==> config.mk <==
export PLATFORM = sky130hd
export DESIGN_NAME = alu_multicycle
export DESIGN_NICKNAME = d
export VERILOG_FILES = /design/src/rtl/alu_mc_pkg.sv /design/src/rtl/alu_mc_iter.sv /design/src/rtl/alu_multicycle.sv
export SDC_FILE = /design/constraint.sdc
export NUM_CORES = 1
export LEC_CHECK = 0
export CAP_MARGIN = 5
export CORE_MARGIN = 5
export CORE_UTILIZATION = 30
export CTS_BUF_LIST = sky130_fd_sc_hd__clkbuf_8
export CTS_CLUSTER_DIAMETER = 100
export DETAILED_ROUTE_END_ITERATION = 8
export SLEW_MARGIN = 25
export SYNTH_ARGS = -nofsm -noshare
export SYNTH_HDL_FRONTEND = slang
export SYNTH_SLANG_ARGS = --single-unit
==> constraint.sdc <==
create_clock -name clk -period 3.09 [get_ports clk]
set_input_delay 0.618 -clock clk [delete_from_list [all_inputs] [get_ports clk]]
set_output_delay 0.618 -clock clk [all_outputs]
set_load 0.02 [all_outputs]
==> src/rtl/alu_mc_pkg.sv <==
// alu_mc_pkg: shared encodings for the multi-cycle ALU.
//   op_e    : op_sel encodings (ADD/SUB/MUL/DIV)
//   state_e : FSM states of alu_multicycle
package alu_mc_pkg;

  typedef enum logic [1:0] {
    OP_ADD = 2'b00,
    OP_SUB = 2'b01,
    OP_MUL = 2'b10,
    OP_DIV = 2'b11
  } op_e;

  typedef enum logic [1:0] {
    IDLE = 2'b00,
    CALC = 2'b01,
    DONE = 2'b10
  } state_e;

endpackage

==> src/rtl/alu_mc_iter.sv <==
// alu_mc_iter: one combinational iteration step on {acc, shreg}.
//   op        in  2      OP_MUL: shift-add step; OP_DIV: restoring-divide step
//                        (only when ALU_MC_DIV_EN is defined); others hold
//   acc       in  WIDTH  upper half (partial product / partial remainder)
//   shreg     in  WIDTH  lower half (multiplier bits / dividend -> quotient)
//   b         in  WIDTH  multiplicand / divisor
//   acc_nxt   out WIDTH  acc after the step
//   shreg_nxt out WIDTH  shreg after the step
// Build option: ALU_MC_DIV_EN adds the restoring-divide step.
module alu_mc_iter
  import alu_mc_pkg::*;
#(
  parameter int WIDTH = 5
) (
  input  logic [1:0]       op,
  input  logic [WIDTH-1:0] acc,
  input  logic [WIDTH-1:0] shreg,
  input  logic [WIDTH-1:0] b,
  output logic [WIDTH-1:0] acc_nxt,
  output logic [WIDTH-1:0] shreg_nxt
);

  logic [WIDTH:0] sum;
`ifdef ALU_MC_DIV_EN
  logic [WIDTH:0] rem_t;
  logic [WIDTH:0] rem_d;
  logic           rem_ge;
`endif

  always_comb begin
    acc_nxt   = acc;
    shreg_nxt = shreg;
    // Shift-add: add b when the current multiplier LSB is set, then shift the
    // whole {carry, acc, shreg} right by one; the product fills shreg from the top.
    sum = {1'b0, acc} + (shreg[0] ? {1'b0, b} : '0);
`ifdef ALU_MC_DIV_EN
    // Restoring divide: bring in the next dividend bit, subtract b if it fits.
    // The partial remainder is always < b, so it fits back into WIDTH bits.
    rem_t  = {acc, shreg[WIDTH-1]};
    rem_d  = rem_t - {1'b0, b};
    rem_ge = (rem_t >= {1'b0, b});
`endif
    case (op)
      OP_MUL: begin
        acc_nxt   = sum[WIDTH:1];
        shreg_nxt = {sum[0], shreg[WIDTH-1:1]};
      end
`ifdef ALU_MC_DIV_EN
      OP_DIV: begin
        acc_nxt   = rem_ge ? rem_d[WIDTH-1:0] : rem_t[WIDTH-1:0];
        shreg_nxt = {shreg[WIDTH-2:0], rem_ge};
      end
`endif
      default: ;
    endcase
  end

endmodule

==> src/rtl/alu_multicycle.sv <==
// alu_multicycle: multi-cycle ADD/SUB/MUL(/DIV) ALU with valid/ready on both sides.
//   clk, rst_n           clock, asynchronous active-low reset
//   in_valid/in_ready    operand handshake (op_a, op_b, op_sel)
//   out_valid/out_ready  result handshake (result, carry, zero, err)
//   result               2*WIDTH result; carry = ADD carry / SUB borrow
//   zero                 result == 0;  err = divide-by-zero or unsupported DIV
// Build option: ALU_MC_DIV_EN compiles in the restoring divider for op 11;
// without it op 11 finishes in one cycle with err=1, result=0.
//
// Timing: the accept edge only loads operands. Every op then passes through
// CALC: ADD/SUB/err cases finalize on the next edge (1-cycle latency),
// MUL/DIV iterate WIDTH times and finalize on the edge after (WIDTH+1).
module alu_multicycle
  import alu_mc_pkg::*;
#(
  parameter int WIDTH = 5
) (
  input  logic               clk,
  input  logic               rst_n,
  input  logic               in_valid,
  output logic               in_ready,
  input  logic [WIDTH-1:0]   op_a,
  input  logic [WIDTH-1:0]   op_b,
  input  logic [1:0]         op_sel,
  output logic               out_valid,
  input  logic               out_ready,
  output logic [2*WIDTH-1:0] result,
  output logic               carry,
  output logic               zero,
  output logic               err
);

  localparam int CNT_W = $clog2(WIDTH+1);

  state_e             state, state_nxt;
  logic [CNT_W-1:0]   cnt;
  logic [1:0]         op_q;
  logic [WIDTH-1:0]   acc, shreg, b_q;
  logic [WIDTH-1:0]   acc_nxt, shreg_nxt;
  logic               accept, fire_out, iterative, finish;
  logic [WIDTH:0]     sum, diff;
  logic [2*WIDTH-1:0] fin_res;
  logic               fin_carry, fin_err;

  assign accept   = in_valid && in_ready;
  assign fire_out = out_valid && out_ready;

`ifdef ALU_MC_DIV_EN
  assign iterative = (op_q == OP_MUL) || ((op_q == OP_DIV) && (b_q != '0));
`else
  assign iterative = (op_q == OP_MUL);
`endif
  assign finish = (state == CALC) && (!iterative || (cnt == CNT_W'(WIDTH)));

  alu_mc_iter #(.WIDTH(WIDTH)) u_iter (
    .op        (op_q),
    .acc       (acc),
    .shreg     (shreg),
    .b         (b_q),
    .acc_nxt   (acc_nxt),
    .shreg_nxt (shreg_nxt)
  );

  // FSM: state register
  always_ff @(posedge clk or negedge rst_n) begin
    if (!rst_n) state <= IDLE;
    else        state <= state_nxt;
  end

  // FSM: next state
  always_comb begin
    state_nxt = state;
    case (state)
      IDLE:    if (accept)   state_nxt = CALC;
      CALC:    if (finish)   state_nxt = DONE;
      DONE:    if (fire_out) state_nxt = IDLE;
      default: state_nxt = IDLE;
    endcase
  end

  // FSM: outputs
  always_comb begin
    in_ready  = (state == IDLE);
    out_valid = (state == DONE);
  end

  // Final result; for ADD/SUB shreg still holds op_a (no iterations ran).
  always_comb begin
    fin_res   = '0;
    fin_carry = 1'b0;
    fin_err   = 1'b0;
    sum       = {1'b0, shreg} + {1'b0, b_q};
    diff      = {1'b0, shreg} - {1'b0, b_q};
    case (op_q)
      OP_ADD: begin
        fin_res   = {{(WIDTH-1){1'b0}}, sum};
        fin_carry = sum[WIDTH];
      end
      OP_SUB: begin
        fin_res   = {{WIDTH{1'b0}}, diff[WIDTH-1:0]};
        fin_carry = diff[WIDTH];  // borrow == (a < b)
      end
      OP_MUL: fin_res = {acc, shreg};
      default: begin
`ifdef ALU_MC_DIV_EN
        if (b_q == '0) begin
          fin_res = {shreg, {WIDTH{1'b1}}};  // remainder = a, quotient = all ones
          fin_err = 1'b1;
        end else begin
          fin_res = {acc, shreg};            // {remainder, quotient}
        end
`else
        fin_err = 1'b1;
`endif
      end
    endcase
  end

  // Datapath. result/flags are only written on finish, so a reset or an
  // in-flight operation never exposes a partial value.
  always_ff @(posedge clk or negedge rst_n) begin
    if (!rst_n) begin
      cnt    <= '0;
      op_q   <= '0;
      acc    <= '0;
      shreg  <= '0;
      b_q    <= '0;
      result <= '0;
      carry  <= 1'b0;
      zero   <= 1'b0;
      err    <= 1'b0;
    end else if (accept) begin
      cnt   <= '0;
      op_q  <= op_sel;
      acc   <= '0;
      shreg <= op_a;
      b_q   <= op_b;
    end else if (state == CALC) begin
      if (finish) begin
        result <= fin_res;
        carry  <= fin_carry;
        zero   <= (fin_res == '0);
        err    <= fin_err;
      end else begin
        acc   <= acc_nxt;
        shreg <= shreg_nxt;
        cnt   <= cnt + CNT_W'(1);
      end
    end
  end

endmodule

==> impl_metrics.toml <==
[placed_design]
hpwl_mm = 3.93
place_area_sq_um = 2430
io_buffers = 30
globalplace.congestion = 0.854

[critical_path]
crit_arrival_ns = 2.49
crit_chain = "inv_1 > ha_1 > inv_1 > fa_1 > a21o_1 > a21oi_1 > xor2_1 > mux2i_1 > a22oi_1 > a32o_2"
crit_top_cell = "inv_1"
cp_slowest_cell = "dfrtp_1"
crit_fanout = 6
crit_type = "flop to flop"
end_kind = "flop"
start_kind = "flop"
required_ns = 3.32
critPathMaxStageDelay_ns = 0.41

[global_route]
grt_max_degree = 36
track_usage_pct = 13.2
antenna_found_initial = 0
grt_pass1_vias = 1757
overflow = 0
grt_pass1_wl_mm = 8.87

[die]
num_rows = 30
core_area_sq_um = 6760
die_area_sq_um = 8650
initial_core_util_pct = 30.6
pin_count = 31
die_w_um = 93.0
die_h_um = 93.0

[sta]
fmax_ghz = 0.443
post-route-min-period_ns = 2.26
skew_ns = 0.00821
hold_violations = 0
setup_viol = 0
slew_headroom_pct = 60.8
fin_crit_sh_pct = 73.0
worst_pin_slew_ns = 0.587
fin_setup_tns_ns = 0
slew_violations = 0
rsz0062_at_grt = "no"

[logic_synthesis]
yosys.area.top_type = "dfrtp_1"
synth-seq-area-share_pct = 42.4
synth_edf_count = 0
synth_top_area_share_pct = 42.4
synth.avg_cell_area_sq_um = 9.14
async_reset_ff_share_pct = 100
synthesis.area_sq_um = 2070
synth_nets = 262
yosysWarnings = 0
syn_inst = 226
synth.area.top_cells = "dfrtp_1 42%, ha_1 10%, nand2_1 6.4%"
synth-seq-cells = 35
yosysUniqueCellTypes = 40
synth-main-ff-cell = "dfrtp_1"

[cells_and_area]
final_core_util_pct = 37.7
multi_input_area_sq_um = 1080
design_area_sq_um = 2550
final_nets = 291
drive_gt1_share_pct = 6.25
regArea_sq_um = 876
antennaDiodeCount = 0
filler_cell_count = 704
layout_common_cells = "35 x nand2_1, 35 x dfrtp_1, 30 x clkdlybuf4s50_1"
syn_to_final_growth_pct = 23.3

[clock_tree]
worstSkewPairLatency_ns = 0.29
hold_buffers = 0
cts_max_path_buffers = 2
cts_sinks = 35
cts_tree = "done"
cts_root_buf = "clkbuf_8"
htree_levels = 2
cts_made_buffers = 5
cts.clk_slew.worst_paths_ns = 0.08
postCtsSetupBuffers = 0
cts_resized = 0

[routing]
final_antenna_net_count = 0
routed_via_density = 4.97
drt_pass1_iterations = 4
wl_per_cell_um = 15.4
drt-initial-drc-count = 69
routed_wl_mm = 5.18
drc = 0
vias = 1670

[power]
ir_worst_vdd_mv = 0.420
finalPower_mw = 2.85
power_density_nw_per_um2 = 1120
leakage_nw = 1.18

[run_status]
outcome = "finished clean"

[flow_run]
cap_violations = 0

[hold_path]
min_path_type = "flop to flop"
-- worst paths after layout --
| check | start | to | slack (ns) | cells past startpoint |
|---|---|---|---|---|
| min | result[6] | result[6] | 0.48 | 2 |
| min in group asynchronous | rst_n | b_q[2] | 0.75 | 2 |
| max in group asynchronous | rst_n | err | 2.02 | 2 |
| min reg2reg | result[6] | result[6] | 0.48 | 2 |
| max | shreg[0] | zero | 0.83 | 10 |
| max reg2reg | shreg[0] | zero | 0.83 | 10 |
-- synth_stat cells, types with 2 or more instances --
cell,count
a211oi_1,2
a21o_1,4
a21oi_1,16
a22oi_1,3
a31oi_1,4
buf_2,2
buf_4,2
clkbuf_1,6
dfrtp_1,35
fa_1,3
ha_1,17
inv_1,16
mux2i_1,3
nand2_1,35
nand2b_1,2
nand3_1,6
nor2_1,13
nor2b_1,2
nor3_1,2
o211ai_1,2
o21ai_0,20
o21ai_1,6
o22ai_1,3
xnor2_1,3
xor2_1,4
-- where the power goes --
part           switching [mW]  internal [mW]  total, mW
Clock                   0.176          0.240      0.416
Sequential              0.203          0.644      0.847
Combinational           0.900          0.685       1.58
Total                    1.28           1.57       2.85
-- stage by stage --
step | hold WS (ns) | std cells | worst slack [ns]
floorplan | 0.322 | 226 | 1.05
global placement | 0.465 | 328 | 0.925
detailed placement | 0.474 | 328 | 0.868
CTS | 0.492 | 336 | 0.851
global route | 0.531 | 336 | 0.649
finish | 0.481 | 336 | 0.835
-- sequential cells by signal (all words and copies together), names as in the netlist, 2 cells and up --
name / count
op_q: 2
acc: 5
result: 10
state: 2
cnt: 3
b_q: 5
shreg: 5
-- final cells by class --
| type | count | share of cell area (%) |
|---|---|---|
| multi-input combinational | 164 | 42.4 |
| sequential | 35 | 34.4 |
| timing repair buffer | 32 | 12.4 |
| tap | 80 | 3.93 |
| clock buffer | 5 | 2.70 |
| inverter | 17 | 2.51 |
| clock inverter | 3 | 1.72 |
-- logic make-up (layout without fill, tap and decap cells) --
logic type,after synthesis,count (layout),share of synthesized area (%)
xor gates and xnor gates,7,7,2.97
buffers and inverters,27,57,5.39
AOI/OAI and AO/OA,66,66,19.1
and+or+nand+nor,67,67,15.0
DFF,35,35,42.4
muxes,4,4,2.00
adders and majority gates,20,20,13.2
-- critical path: cells and delay by family, from the launching register on --
| family | cells | cell delay [ns] |
|---|---|---|
| compound gates | 4 | 0.75 |
| fa+ha+maj | 2 | 0.59 |
| flops | 1 | 0.41 |
| buf+inv | 2 | 0.21 |
| xor+xnor | 1 | 0.15 |
| mux | 1 | 0.08 |
-- per-layer routing --
metal	vias up	share of wire, %	global-route usage, %
met5	-	0	0
met4	0	1.1	4.03
met3	7	4.4	2.98
met2	31	48	21.1
met1	794	47	17.8
li1	838	-	-
Power figures use the tool's default switching activity.
